**config.mk**
```make
export PLATFORM = sky130hd
export DESIGN_NAME = pipeline_remul_flat
export DESIGN_NICKNAME = d
export VERILOG_FILES = /design/src/rtl/pipeline_remul_if.sv /design/src/rtl/pipeline_remul.sv /design/src/flat_wrapper.sv
export SDC_FILE = /design/constraint.sdc
export NUM_CORES = 1
export LEC_CHECK = 0
export BUFFER_PORTS_ARGS = -buffer_cell sky130_fd_sc_hd__buf_4
export CAP_MARGIN = 0
export CORE_ASPECT_RATIO = 0.9
export CORE_UTILIZATION = 45
export CTS_CLUSTER_SIZE = 8
export DETAILED_ROUTE_END_ITERATION = 8
export GPL_ROUTABILITY_DRIVEN = 0
export PLACE_DENSITY_LB_ADDON = 0.12
export RECOVER_POWER = 50
export SYNTH_ARGS = -nofsm -noshare
export SYNTH_HDL_FRONTEND = slang
export SYNTH_SLANG_ARGS = --single-unit
```
**constraint.sdc**
```tcl
create_clock -name clock -period 1.49 [get_ports clock]
set_clock_uncertainty 0.1 [all_clocks]
set_input_delay 0.2235 -clock clock [delete_from_list [all_inputs] [get_ports clock]]
set_output_delay 0.2235 -clock clock [all_outputs]
set_load 0.01 [all_outputs]
```
**src/rtl/pipeline_remul_if.sv**
```systemverilog
// rtl/pipeline_remul_if.sv - operand/result bundle for the quotient*divisor+remainder pipeline
//
// Ports carried:
//   in_valid, stall               : issue qualifier and global freeze (master -> slave)
//   quotient, divisor, remainder  : operand triple (master -> slave)
//   dividend, full_result         : low DIVIDEND bits and full-width result (slave -> master)
//   out_valid, overflow           : result qualifier and "does not fit" flag (slave -> master)
interface pipeline_remul_if #(
    parameter int DIVIDEND = 3,
    parameter int DIVISOR  = 2
);
    logic                         in_valid;
    logic                         stall;
    logic [DIVIDEND-1:0]          quotient;
    logic [DIVISOR-1:0]           divisor;
    logic [DIVISOR-1:0]           remainder;
    logic [DIVIDEND-1:0]          dividend;
    logic [DIVIDEND+DIVISOR-1:0]  full_result;
    logic                         out_valid;
    logic                         overflow;

    modport master (
        output in_valid, stall, quotient, divisor, remainder,
        input  dividend, full_result, out_valid, overflow
    );

    modport slave (
        input  in_valid, stall, quotient, divisor, remainder,
        output dividend, full_result, out_valid, overflow
    );
endinterface

```
**src/rtl/pipeline_remul.sv**
```systemverilog
// rtl/pipeline_remul.sv - pipelined shift-and-add reconstruction of quotient*divisor+remainder
//
// Ports:
//   clock    : rising-edge clock for all state
//   reset_n  : asynchronous active-low reset, clears valids and all stage data
//   bus      : pipeline_remul_if.slave (operands in, result/valid/overflow out)
//
// One registered stage per quotient bit, MSB first. Stage 0 seeds the
// accumulator with the zero-extended remainder and folds in quotient bit
// DIVIDEND-1; stage k folds in bit DIVIDEND-1-k. The accumulator is the full
// DIVIDEND+DIVISOR width, so no partial sum is ever truncated.
module pipeline_remul #(
    parameter int DIVIDEND = 3,
    parameter int DIVISOR  = 2
) (
    input  logic            clock,
    input  logic            reset_n,
    pipeline_remul_if.slave bus
);
    localparam int W = DIVIDEND + DIVISOR;

    for (genvar k = 0; k < DIVIDEND; k++) begin : g_stage
        logic [W-1:0]        acc_r;
        logic [DIVIDEND-1:0] quo_r;
        logic [DIVISOR-1:0]  dvs_r;
        logic                vld_r;

        logic [W-1:0]        base;
        logic [DIVIDEND-1:0] q_in;
        logic [DIVISOR-1:0]  d_in;
        logic                v_in;
        logic [W-1:0]        addend;

        if (k == 0) begin : g_first
            assign base = {{DIVIDEND{1'b0}}, bus.remainder};
            assign q_in = bus.quotient;
            assign d_in = bus.divisor;
            assign v_in = bus.in_valid;
        end else begin : g_next
            assign base = g_stage[k-1].acc_r;
            assign q_in = g_stage[k-1].quo_r;
            assign d_in = g_stage[k-1].dvs_r;
            assign v_in = g_stage[k-1].vld_r;
        end

        // Weighted divisor for the quotient bit owned by this stage. Data is
        // computed even for bubbles so the pipeline contents stay deterministic.
        assign addend = q_in[DIVIDEND-1-k]
                      ? ({{DIVIDEND{1'b0}}, d_in} << (DIVIDEND-1-k))
                      : '0;

        always_ff @(posedge clock or negedge reset_n) begin
            if (!reset_n) begin
                acc_r <= '0;
                quo_r <= '0;
                dvs_r <= '0;
                vld_r <= 1'b0;
            end else if (!bus.stall) begin
                acc_r <= base + addend;
                quo_r <= q_in;
                dvs_r <= d_in;
                vld_r <= v_in;
            end
        end
    end

    // Final-stage operand copies have no consumer; they are kept so every
    // stage carries the same record, which helps when probing the pipeline.
    logic unused_carry;
    assign unused_carry = ^{g_stage[DIVIDEND-1].quo_r, g_stage[DIVIDEND-1].dvs_r};

    assign bus.full_result = g_stage[DIVIDEND-1].acc_r;
    assign bus.dividend    = g_stage[DIVIDEND-1].acc_r[DIVIDEND-1:0];
    assign bus.out_valid   = g_stage[DIVIDEND-1].vld_r;
    assign bus.overflow    = g_stage[DIVIDEND-1].vld_r
                           & (|g_stage[DIVIDEND-1].acc_r[W-1:DIVIDEND]);
endmodule

```
**src/flat_wrapper.sv**
```systemverilog
// flat-port wrapper written by rule: the top's interface ports become plain ports
module pipeline_remul_flat 
#(
    parameter int DIVIDEND = 3,
    parameter int DIVISOR  = 2
)
  (clock, reset_n, bus_in_valid, bus_stall, bus_quotient, bus_divisor, bus_remainder, bus_dividend, bus_full_result, bus_out_valid, bus_overflow);
  pipeline_remul_if #(.DIVIDEND(DIVIDEND), .DIVISOR(DIVISOR)) bus_i ();
  input  logic clock;
  input  logic reset_n;
  input wire logic [$bits(bus_i.in_valid)-1:0] bus_in_valid;
  input wire logic [$bits(bus_i.stall)-1:0] bus_stall;
  input wire logic [$bits(bus_i.quotient)-1:0] bus_quotient;
  input wire logic [$bits(bus_i.divisor)-1:0] bus_divisor;
  input wire logic [$bits(bus_i.remainder)-1:0] bus_remainder;
  output wire logic [$bits(bus_i.dividend)-1:0] bus_dividend;
  output wire logic [$bits(bus_i.full_result)-1:0] bus_full_result;
  output wire logic [$bits(bus_i.out_valid)-1:0] bus_out_valid;
  output wire logic [$bits(bus_i.overflow)-1:0] bus_overflow;
  assign bus_i.in_valid = bus_in_valid;
  assign bus_i.stall = bus_stall;
  assign bus_i.quotient = bus_quotient;
  assign bus_i.divisor = bus_divisor;
  assign bus_i.remainder = bus_remainder;
  assign bus_dividend = bus_i.dividend;
  assign bus_full_result = bus_i.full_result;
  assign bus_out_valid = bus_i.out_valid;
  assign bus_overflow = bus_i.overflow;
  pipeline_remul #(.DIVIDEND(DIVIDEND), .DIVISOR(DIVISOR)) u_core (.clock(clock), .reset_n(reset_n), .bus(bus_i));
endmodule
```
### Word level (Yosys, flattened, before mapping)

Index checks and enable logic that the tools add are counted.

| word-level totals | value |
|---|---|
| bits of input ports | 11 |
| output and inout bits | 10 |
| bits in registers | 25 |

| operators by class | value |
|---|---|
| $add $sub $neg | 3 |
| mux-type cells | 3 |
| bitwise operators | 1 |
| reduce and logical (&&, ||, !) cells | 1 |

Operators by type and width:

| kind | number |
|---|---|
| adder 5 bit | 2 |
| adder 2 x 5 -> 5 bit | 1 |
| two-way mux 4 bit | 1 |
| two-way mux 3 bit | 1 |
| two-way mux 2 bit | 1 |
| OR reduction 2 bit | 1 |
| AND 1 bit | 1 |

### Logic depth before layout (Yosys ltp)

| logic depth | value |
|---|---|
| depth in word-level cells | 2 |
| mapped depth | 7 |

### Worst setup path before layout

Ideal clock, no wire load.

| timing | value |
|---|---|
| kind | reg-to-reg |
| start point | register u_core.g_stage[1].quo_r[0] |
| end point | register u_core.g_stage[2].acc_r[4], in the netlist u_core.bus.full_result[4] |
| data arrival time | 1438 ps |
| buffers on the path | 0 |
| required time | 1307 ps |
| setup slack | -131 ps |
| cell stages (with the launch flop) | 8 |
| path through | dfrtp_1 -> and2_1 -> ha_1 -> inv_1 -> fa_1 -> nand3b_1 -> xor2_1 -> o21ai_0 |

| on the way | value |
|---|---|
| longest elaborated chain between the ends | 2 |

Ends and longest elaborated chain:

| item | line | RTL |
|---|---|---|
| from (decl) | pipeline_remul.sv:24 | `logic [DIVIDEND-1:0] quo_r;` |
| from (signal assigned) | pipeline_remul.sv:60 | `quo_r <= q_in;` |
| two-way mux 2 bit | pipeline_remul.sv:49 | `? ({{DIVIDEND{1'b0}}, d_in} << (DIVIDEND-1-k))` |
| adder 5 bit | pipeline_remul.sv:59 | `acc_r <= base + addend;` |
| to (signal assigned) | pipeline_remul.sv:59 |  |
| to (decl) | pipeline_remul.sv:23 | `logic [W-1:0] acc_r;` |

No other way between the ends.
A chain may end at the register's enable or synchronous reset.

### Worst setup path in the final report

| timing | value |
|---|---|
| start point | register u_core.g_stage[1].quo_r[0] |
| end point | register u_core.g_stage[2].acc_r[3], in the netlist u_core.bus.full_result[3] |

The elaborated chain is that of the path after synthesis.

==> results by group <==
Timing
  – Minimum clock period: 1.69 ns
  – Worst-Margin Slew: 0.588 ns
  – Crit share post-route: 113%
  – Final setup viols: 6
  – Fin. max-slew vios: 0
  – WHS: 0.0337 ns
  – RSZ-0062 raised after global routing: true
  – PnR worst setup slack: -0.199 ns
  – F_max: 592 MHz
  – Slew HR: 60.8%
  – Final Hold Viols: 0
  – Setup TNS after final layout: -0.661 ns

Worst setup path
  – CP max stage cell: dfrtp_1
  – Critical path startpoint: u_core.g_stage[1].quo_r[0]
  – Critical Path RT: 1.63 ns
  – Crit path max-delay family: flip-flops
  – Worst path max stage delay: 0.41 ns
  – Worst r2r src: u_core.g_stage[1].quo_r[0]
  – Critical Path AT: 1.83 ns
  – Worst Setup End Kind: flip-flop
  – Crit path max fanout: 3
  – CP Class: flip-flop to flip-flop
  – Crit-path cells: buf_4, buf_6, nand2_4, inv_2, ha_4, a21oi_2, or3_1, a31oi_1
  – CP Buf/Inv Count: 3
  – Startpoint Class: flip-flop

Layout
  – Layout cells sized above 1: 50.4%
  – Fillcell total: 190
  – Final Core Density: 61.6%
  – N_diodes: 0
  – Final #Nets: 133
  – Most common cell after layout, fill and taps aside: buf_4
  – Most frequent cells in the layout: buf_4, dfrtp_1, mux2_2
  – Syn-to-layout area delta: 25.9%
  – Finished Cell Area: 1380 um^2

Route
  – Drt via density: 4.89
  – Post-DR wirelength/cell: 11.5 um
  – DR DRC count: 0
  – Post-route ant nets: 0
  – Initial DRC count: 6
  – Via count: 695
  – Routed WL: 1630 um
  – Pre-Repair DR Iteration Count: 2

Global route
  – Initial antenna violation count: 0
  – Total congestion overflow: 0
  – Largest net degree at the start of global routing: 32
  – All-layer global routing usage: 14.3%
  – First-pass GRT wire length: 2710 um
  – Vias in the first global route: 658

Power and ir drop
  – P per Cell Area: 1190 nW/um^2
  – Lkg Pwr: 0.638 nW
  – Worst VDD drop: 0.000730 V

Floorplanning
  – FP Rows: 16
  – Chip width: 54.0 um
  – Boundary pin count: 21
  – Full die area: 2640 um^2
  – Starting Density: 48.9%
  – Die span in y: 48.8 um
  – Placeable Area: 2240 um^2

Logic synthesis
  – Netlist cell types: 21
  – Post-synth EDFFs: 0
  – Syn Area/Cell: 12.3 um^2
  – FFs w/ async S/R, synth: 100%
  – Synth Net Count: 106
  – Yosys warns: 0
  – Synth Instances: 89
  – Top FF cell, synth: dfrtp_1
  – Netlist Area Pre-Place: 1100 um^2
  – Sequential share of the synthesized area: 54.8%
  – Yosys reg bits: 24

Clock network
  – Clock Tree Root: clkbuf_4
  – CTS max path bufs: 2
  – Clk_lat worst skew: 0.31 ns
  – CTS buffer count: 3
  – Htree depth: 1
  – Clk slew on worst S/H paths: 0.13 ns
  – CTS tree: yes
  – Num Clock Sinks: 24

Min path
  – Hold Path Class: input pin to flip-flop
  – Hold Path Origin: bus_remainder[0]

Place
  – Buffers on Ports: 20
  – Worst slack, placed: -0.175 ns
  – Placed Instance Area: 1270 um^2

Outcome
  – Status: finished, violations left
  – Failing checks: setup timing

Run
  – Max-Cap Viols: 0
-- cell type report --
class                      instances  area (um^2)  share of cell area [%]
clock buffer                       4         36.3                    2.63
tap                               27         33.8                    2.45
inverter                           5         18.8                    1.36
timing repair buffer              28          214                    15.5
multi-input combinational         54          477                    34.5
sequential                        24          601                    43.5
-- path summary, 6_finish.rpt --
check | slack (ns) | depth (start not counted) | end
max | -0.20 | 8 | u_core.bus.full_result[3]
min in group asynchronous | 0.32 | 2 | u_core.g_stage[1].acc_r[0]
min reg2reg | 0.42 | 1 | u_core.g_stage[0].quo_r[0]
max reg2reg | -0.20 | 8 | u_core.bus.full_result[3]
min | 0.03 | 2 | u_core.g_stage[0].acc_r[0]
max in group asynchronous | 0.58 | 2 | u_core.g_stage[0].quo_r[1]
-- synth_stat cells (all sizes together), types with 2 or more instances --
master,count,share of area [%]
dfrtp,24,55
mux2,16,16
nand2,10,3.4
o21ai,8,3.7
buf,5,3.0
inv,5,1.7
ha,4,4.6
and2,3,1.7
a21oi,2,0.91
fa,2,3.7
xor2,2,1.6
-- state kept, by name, summed over array words and instances, names as in the netlist --
signal,cells
u_core.g_stage.dvs_r,4
u_core.g_stage.vld_r,2
u_core.g_stage.acc_r,9
u_core.bus.out_valid,1
u_core.g_stage.quo_r,3
u_core.bus.full_result,5
-- layer usage --
metal | wire length (um) | track usage (%)
met4 | 14 | 6.41
met5 | 0 | 0
met1 | 731 | 17.7
met3 | 53 | 2.80
met2 | 832 | 23.5
-- kinds of logic (layout without fill, tap and decap cells) --
logic type,count (synthesis),count (layout),share of synthesized area (%)
compound gates,12,12,5.82
xor+xnor,3,3,2.40
fa+ha+maj,6,6,8.22
buf+inv,11,37,5.02
flops,24,24,54.8
mux,16,16,16.4
simple gates,17,17,7.31
-- power by group --
part / internal (mW) / total, mW / switching (mW)
clock: 0.149 / 0.336 / 0.187
combinational: 0.274 / 0.462 / 0.188
sequential: 0.756 / 0.840 / 0.0834
-- what timing repair did --
action	in CTS	in global routing
endpoints found under the setup margin	6	6
pin swaps	2	3
hold buffers	1	0
hold endpoints to repair	24	0
setup buffers	2	2
resized for setup	4	6
-- through the flow --
step                      power (mW)  std cells
final                           1.64        142
after global routing            1.75        142
after CTS                       1.63        140
after detailed placement        1.27        133
after global placement          1.25        133
after floorplan                 1.10         89
No activity file was read; power rests on OpenSTA's default activity.
